===== src/rtl/conv_post_stage.sv =====
// conv_post_stage: captures the Pix accumulator results of the conv kernel loop,
// adds a bias, saturates to RES bits and optionally applies ReLU. Results are
// streamed out one per valid/ready handshake.
// Optional feature macro: CONV_POST_RELU_EN (defined -> negative results output as 0).
module conv_post_stage #(
    parameter int Pix = 3,
    parameter int RES = 8
) (
    input  logic                    clk,
    input  logic                    rst,
    input  logic [Pix-1:0][RES-1:0] acc_in_i,
    input  logic                    acc_done_i,
    input  logic [RES-1:0]          bias_i,
    output logic                    in_ready_o,
    output logic                    mac_clear_o,
    output logic [RES-1:0]          out_data_o,
    output logic                    out_valid_o,
    input  logic                    out_ready_i,
    output logic                    out_last_o,
    output logic                    overrun_o
);

    localparam int IW = (Pix > 1) ? $clog2(Pix) : 1;

    typedef enum logic [0:0] {
        ST_IDLE = 1'b0,
        ST_EMIT = 1'b1
    } state_t;

    // Bias add with saturation into the RES-bit signed range, then optional ReLU.
    function automatic logic [RES-1:0] proc_f(input logic [RES-1:0] x, input logic [RES-1:0] b);
        logic [RES:0]   sum;
        logic [RES-1:0] res;
        sum = {x[RES-1], x} + {b[RES-1], b};
        if (sum[RES] != sum[RES-1]) begin
            // Overflow: the extra sign bit tells the true direction.
            if (sum[RES]) begin
                res = {1'b1, {(RES-1){1'b0}}};
            end else begin
                res = {1'b0, {(RES-1){1'b1}}};
            end
        end else begin
            res = sum[RES-1:0];
        end
`ifdef CONV_POST_RELU_EN
        if (res[RES-1]) begin
            res = {RES{1'b0}};
        end else begin
            res = res;
        end
`endif
        return res;
    endfunction

    state_t         state_q, state_d;
    logic [IW-1:0]  idx_q, idx_d;
    logic [RES-1:0] hold_q [Pix];
    logic [RES-1:0] bias_q;
    logic [RES-1:0] out_data_q, out_data_d;
    logic           out_valid_q;
    logic           out_last_q, out_last_d;
    logic           mac_clear_q;
    logic           overrun_q;

    logic           handshake_s;
    logic           last_s;
    logic           in_ready_s;
    logic           capture_s;
    logic           drop_s;
    logic           advance_s;
    logic [IW-1:0]  idx_inc_s;

    assign handshake_s = out_valid_q & out_ready_i;
    assign last_s      = (idx_q == IW'(Pix - 1));
    assign idx_inc_s   = idx_q + IW'(1);
    assign capture_s   = acc_done_i & in_ready_s;
    assign drop_s      = acc_done_i & ~in_ready_s;
    assign advance_s   = (state_q == ST_EMIT) & handshake_s & ~last_s;

    // State register.
    always_ff @(posedge clk) begin
        if (rst) begin
            state_q <= ST_IDLE;
        end else begin
            state_q <= state_d;
        end
    end

    // Next-state logic: a capture always (re)enters EMIT, the last handoff returns to IDLE.
    always_comb begin
        state_d = state_q;
        case (state_q)
            ST_IDLE: begin
                if (capture_s) begin
                    state_d = ST_EMIT;
                end else begin
                    state_d = ST_IDLE;
                end
            end
            ST_EMIT: begin
                if (capture_s) begin
                    state_d = ST_EMIT;
                end else if (handshake_s && last_s) begin
                    state_d = ST_IDLE;
                end else begin
                    state_d = ST_EMIT;
                end
            end
            default: state_d = ST_IDLE;
        endcase
    end

    // Output decode: capture is allowed when idle or while the last element hands off.
    always_comb begin
        in_ready_s = 1'b0;
        case (state_q)
            ST_IDLE: in_ready_s = 1'b1;
            ST_EMIT: in_ready_s = handshake_s & last_s;
            default: in_ready_s = 1'b0;
        endcase
    end

    // Next values of the element index and the registered output word.
    always_comb begin
        idx_d      = idx_q;
        out_data_d = out_data_q;
        out_last_d = out_last_q;
        if (capture_s) begin
            idx_d      = {IW{1'b0}};
            out_data_d = proc_f(acc_in_i[0], bias_i);
            out_last_d = (Pix == 1);
        end else if (advance_s) begin
            idx_d      = idx_inc_s;
            out_data_d = proc_f(hold_q[idx_inc_s], bias_q);
            out_last_d = (idx_inc_s == IW'(Pix - 1));
        end else if (handshake_s && last_s) begin
            idx_d      = {IW{1'b0}};
            out_data_d = out_data_q;
            out_last_d = 1'b0;
        end else begin
            idx_d      = idx_q;
            out_data_d = out_data_q;
            out_last_d = out_last_q;
        end
    end

    // Hold registers: loaded only on capture; dropped pulses leave them untouched.
    always_ff @(posedge clk) begin
        if (rst) begin
            for (int k = 0; k < Pix; k++) begin
                hold_q[k] <= {RES{1'b0}};
            end
            bias_q <= {RES{1'b0}};
        end else if (capture_s) begin
            for (int k = 0; k < Pix; k++) begin
                hold_q[k] <= acc_in_i[k];
            end
            bias_q <= bias_i;
        end else begin
            for (int k = 0; k < Pix; k++) begin
                hold_q[k] <= hold_q[k];
            end
            bias_q <= bias_q;
        end
    end

    // Registered stream outputs, MAC clear pulse and sticky overrun flag.
    always_ff @(posedge clk) begin
        if (rst) begin
            idx_q       <= {IW{1'b0}};
            out_data_q  <= {RES{1'b0}};
            out_valid_q <= 1'b0;
            out_last_q  <= 1'b0;
            mac_clear_q <= 1'b0;
            overrun_q   <= 1'b0;
        end else begin
            idx_q       <= idx_d;
            out_data_q  <= out_data_d;
            out_valid_q <= (state_d == ST_EMIT);
            out_last_q  <= out_last_d;
            mac_clear_q <= capture_s;
            overrun_q   <= overrun_q | drop_s;
        end
    end

    assign in_ready_o  = in_ready_s;
    assign mac_clear_o = mac_clear_q;
    assign out_data_o  = out_data_q;
    assign out_valid_o = out_valid_q;
    assign out_last_o  = out_last_q;
    assign overrun_o   = overrun_q;

endmodule


===== config.mk =====
export PLATFORM = sky130hd
export DESIGN_NAME = conv_post_stage
export DESIGN_NICKNAME = d
export VERILOG_FILES = /design/src/rtl/conv_post_stage.sv
export SDC_FILE = /design/constraint.sdc
export NUM_CORES = 1
export LEC_CHECK = 0
export CORE_ASPECT_RATIO = 0.8
export CORE_UTILIZATION = 55
export CTS_CLUSTER_DIAMETER = 60
export DETAILED_ROUTE_END_ITERATION = 10
export PLACE_DENSITY = 0.82
export SYNTH_ARGS = -nofsm -noshare
export SYNTH_HDL_FRONTEND = slang
export SYNTH_SLANG_ARGS = --single-unit

===== constraint.sdc =====
create_clock -name clk -period 7.7 [get_ports clk]
set_clock_uncertainty 0.1 [all_clocks]
set_input_delay 2.31 -clock clk [delete_from_list [all_inputs] [get_ports clk]]
set_output_delay 2.31 -clock clk [all_outputs]
set_load 0.05 [all_outputs]

==> summary by stage <==
Setup path
The reg-to-reg startpoint is idx_q[0]. The type of origin of the critical path is an input pin. The number of buffers and inverters on the critical path is 3.

The maximum fanout along the worst path is 4. The worst setup slack for register-to-register paths is ~3400 ps. The number of cells on the worst reg-to-reg path is 13.

The endpoint kind of the worst setup timing path is an output port. The kind of cell with the highest combined delay on the critical path is buffers and inverters. The critical-path cell with the highest stage delay is sky130_fd_sc_hd__clkdlybuf4s50_1. Traced cell by cell, the critical path runs through clkdlybuf4s50_1, nand2_1, and2_1, inv_1, clkdlybuf4s50_1.

The reg-to-reg critical path endpoint is out_data_o[6]. The critical setup path kind is in2out. STA puts the critical path data required time at 5290 ps.

The largest single stage delay on the critical path is 800 ps. Among the stages of the critical path, the cell type that occurs most often is sky130_fd_sc_hd__clkdlybuf4s50_1. STA puts the critical path data arrival time at 3970 ps.

Clock network
In this run, CTS created clock tree buffers numbering 5. The maximum level of the CTS H-tree is 2. TritonCTS built the clock tree. The clock transition at the registers of the reported paths is 80 ps. The clock passes through at most 2 buffers. Post-CTS repair changed the size of 0 cells. The post-CTS setup buffer count is 0. The clock reaches the later pin of the worst-skew pair after 310 ps. The number of hold buffers added after CTS was 0. The cell at the root of the clock tree is sky130_fd_sc_hd__clkbuf_8. The TritonCTS sink count is 46.

Run
The number of violations of the max-capacitance limit is 0.

Logic synthesis
Yosys mapped a number of flops with a built-in enable equal to 24. The sequential cell area fraction in the yosys report is 0.4017. Counting flops and latches in the post-synthesis netlist gives between 40 and 50.

The fraction of post-synthesis cell area in the top cell type by area is 0.2494. The fraction of synthesis flops using an asynchronous set or reset pin is 0. The top cell type by total area after synthesis is sky130_fd_sc_hd__edfxtp_1.

The post-synthesis instance total is roughly 300. The cell area after synthesis is 2890 sq um. Counting every net in the synthesized netlist gives 357. The number of warnings reported in the yosys synthesis log is 0. The number of library cell types mapped by synthesis is 54.

For this run, the leading register cell type out of synthesis is sky130_fd_sc_hd__edfxtp_1. The mean instance size in the synthesized netlist is 9.602 sq um. By area the synthesized netlist is led by sky130_fd_sc_hd__edfxtp_1 (25%), sky130_fd_sc_hd__dfxtp_1 (15%), sky130_fd_sc_hd__ha_1 (7.8%), sky130_fd_sc_hd__and2_1 (5.6%), sky130_fd_sc_hd__a21oi_1 (4.8%).

Hold path
The type of the worst min-delay path is reg2reg. The path with the worst hold slack has its endpoint at out_data_o[3]. The worst hold path was traced through 2 stages. The startpoint of the worst hold path is out_data_o[3].

STA
The max-slew headroom at the worst pin is 0.1973. The smallest clock period supported by the final layout is computed as around 6400 ps. Setup violations remaining at the end of the flow were counted as 0. The transition at the pin with the smallest max-transition slack is roughly 1200 ps. The final number of max-transition violations is 0. The top achievable clock speed is roughly 0.16 GHz.

The fraction of the cycle the final worst path needs is 0.8282. The count of final hold-check violations is 0. For the final routed database, the setup TNS stands at 0 ps. Setup repair after global routing left no endpoint under its margin.

GRT
The total congestion overflow after global routing is 0. Across every metal layer, demand over resource in global routing totals 0.2454. Entering global routing, the biggest net connects 31 pins.

The number of global-route vias before repair is 2191. The first global-routing pass estimated between 10000 and 15000 um of wire. The number of antenna violations at the first check in global routing came to 0.

Placement
Summing all placed instances gives a cell area of 3387 sq um. The final estimated routing congestion in global placement is 0.8822. In this run the tool buffered the top-level ports with 48 buffer cells.

The detailed placement HPWL is around 5000 um.

Drt
After detailed routing, the total wire length is about 6400 um. In this run the remaining antenna-violating nets after routing total 0. The routed via count is 2346.

The first-iteration detailed-routing DRC count is roughly 220. The detail-routed via count per cell is 5.764. Dividing the detail-routed wire length by the instance count gives 15.77 um. The first-pass iteration count of the detailed router is 5. The detailed-route DRC error count is 0.

Power
The leakage power is between 1 and 1.5 nW. The maximum VDD drop is ~0.00012 V. The power density over the cells is roughly 200 nW/um^2.

Floorplan
The starting density of the core is 0.5739. The number of placement rows is 23. The height of the die is between 60 and 70 um. For this design the top-level I/O count stands at 49. The width of the chip is 83.05 um. The area of the die is around 5600 sq um. The total core area is 5036 sq um.

Layout
The fraction of final layout cells sized beyond drive strength 1 is 0.05797. For this run, the post-layout net count is 400. Counting the fill cells in the layout gives ~400. The number of antenna diodes in the final layout is 0. The post-layout instance area is 3497 sq um. From synthesis to final layout, the design area changed by 21.00%.

Outcome
The flow ran to the end, and the final reports show no timing, DRC or antenna violations.
## flip-flops by register name (all words and copies together), names as in the netlist
name         count
mac_clear_o      1
hold_q          24
idx_q            2
out_data_o       8
bias_q           8
out_valid_o      1
out_last_o       1
overrun_o        1
## synthesized netlist by cell type, types with 6 or more instances
master                     number
sky130_fd_sc_hd__a21o_1         9
sky130_fd_sc_hd__a21oi_1       28
sky130_fd_sc_hd__a22oi_1        6
sky130_fd_sc_hd__and2_1        26
sky130_fd_sc_hd__clkbuf_1       9
sky130_fd_sc_hd__dfxtp_1       22
sky130_fd_sc_hd__edfxtp_1      24
sky130_fd_sc_hd__ha_1          18
sky130_fd_sc_hd__inv_1         16
sky130_fd_sc_hd__maj3_1        10
sky130_fd_sc_hd__mux2i_1        9
sky130_fd_sc_hd__nand2_1       29
sky130_fd_sc_hd__nand3_1        6
sky130_fd_sc_hd__nor2_1        26
## logic make-up after synthesis
logic type	after synthesis	synth area share
AOI/OAI and AO/OA	71	0.1745
xor gates and xnor gates	7	0.02121
adders and majority gates	32	0.1342
buffers and inverters	29	0.04459
DFF	46	0.4017
muxes	10	0.03507
and+or+nand+nor	106	0.1887
## per-stage QoR
| stage | std cells | utilization | setup WS, ps | hold WS, ps | total power (W) |
|---|---|---|---|---|---|
| after floorplan | 301 | - | 2449 | 338.3 | 0.0004390 |
| after global placement | 399 | 0.6725 | 1369 | 327.4 | 0.0004954 |
| after detailed placement | 399 | 0.6725 | 1338 | 328.2 | 0.0004994 |
| after CTS | 407 | 0.6944 | 1332 | 340.3 | 0.0006819 |
| after global routing | 407 | 0.6944 | 1267 | 371.3 | 0.0007130 |
| final | 407 | 0.6944 | 1323 | 337.4 | 0.0006807 |
## power breakdown
part | switching, W | internal [W]
Combinational | 0.000118 | 0.0000922
Clock | 0.0000867 | 0.0000970
Sequential | 0.00000877 | 0.000278
## worst max path at each step
stage,startpoint,end,cells past startpoint
floorplan,out_ready_i,in_ready_o,3
global placement,out_ready_i,in_ready_o,5
detailed placement,out_ready_i,in_ready_o,5
CTS,out_ready_i,in_ready_o,5
global route,out_ready_i,in_ready_o,5
finish,out_ready_i,in_ready_o,5
## worst register-to-register path, cell delays in order (launching register included)
cell,delay (ps)
sky130_fd_sc_hd__dfxtp_1,730
sky130_fd_sc_hd__inv_1,120
sky130_fd_sc_hd__ha_1,640
sky130_fd_sc_hd__nor2_1,110
sky130_fd_sc_hd__a21oi_1,160
sky130_fd_sc_hd__ha_1,250
sky130_fd_sc_hd__inv_1,80
sky130_fd_sc_hd__fa_1,400
sky130_fd_sc_hd__nand2b_2,210
sky130_fd_sc_hd__a21oi_2,200
sky130_fd_sc_hd__nor4b_1,80
sky130_fd_sc_hd__or4_4,510
sky130_fd_sc_hd__maj3_2,330
sky130_fd_sc_hd__a221o_1,310
## routing by layer
| layer | vias to the layer above | GRT usage | wire length, um |
|---|---|---|---|
| met5 | - | 0 | 0 |
| met4 | 0 | 0.07543 | 106 |
| met3 | 13 | 0.05452 | 399 |
| met2 | 77 | 0.4129 | 2976 |
| met1 | 1094 | 0.3185 | 2936 |
| li1 | 1162 | - | - |
## cell usage in the layout (no fill, tap or decap), types with 2 or more instances in the layout
cell | synthesis | layout
sky130_fd_sc_hd__and3_1 | 3 | 3
sky130_fd_sc_hd__o21ai_0 | 2 | 2
sky130_fd_sc_hd__nor4b_1 | 2 | 2
sky130_fd_sc_hd__xor2_1 | 3 | 3
sky130_fd_sc_hd__nor2_1 | 26 | 26
sky130_fd_sc_hd__a211oi_1 | 4 | 4
sky130_fd_sc_hd__clkbuf_8 | 0 | 5
sky130_fd_sc_hd__nand2_1 | 29 | 29
sky130_fd_sc_hd__a22oi_1 | 6 | 6
sky130_fd_sc_hd__clkdlybuf4s50_1 | 0 | 48
sky130_fd_sc_hd__or3_1 | 2 | 2
sky130_fd_sc_hd__dfxtp_1 | 22 | 22
sky130_fd_sc_hd__a21oi_1 | 28 | 28
sky130_fd_sc_hd__nand2b_1 | 3 | 3
sky130_fd_sc_hd__maj3_2 | 2 | 2
sky130_fd_sc_hd__nand3_1 | 6 | 6
sky130_fd_sc_hd__ha_1 | 18 | 18
sky130_fd_sc_hd__and2_1 | 26 | 26
sky130_fd_sc_hd__o22ai_1 | 2 | 2
sky130_fd_sc_hd__xnor2_1 | 4 | 4
sky130_fd_sc_hd__a311oi_1 | 2 | 2
sky130_fd_sc_hd__inv_1 | 16 | 16
sky130_fd_sc_hd__a22o_1 | 2 | 2
sky130_fd_sc_hd__edfxtp_1 | 24 | 24
sky130_fd_sc_hd__fa_1 | 2 | 2
sky130_fd_sc_hd__a211oi_4 | 2 | 2
sky130_fd_sc_hd__a21o_1 | 9 | 9
sky130_fd_sc_hd__maj3_1 | 10 | 10
sky130_fd_sc_hd__mux2i_1 | 9 | 9
sky130_fd_sc_hd__a221o_1 | 2 | 2
## final cells by class
class,instances,area [sq um],share of cell area
inverter,16,60.06,0.01717
multi-input combinational,226,1600,0.4576
clock inverter,2,37.54,0.01073
tap,62,77.57,0.02218
timing repair buffer,49,488.0,0.1395
sequential,46,1161,0.3320
clock buffer,6,72.57,0.02075
No activity file was read; power rests on OpenSTA's default activity.
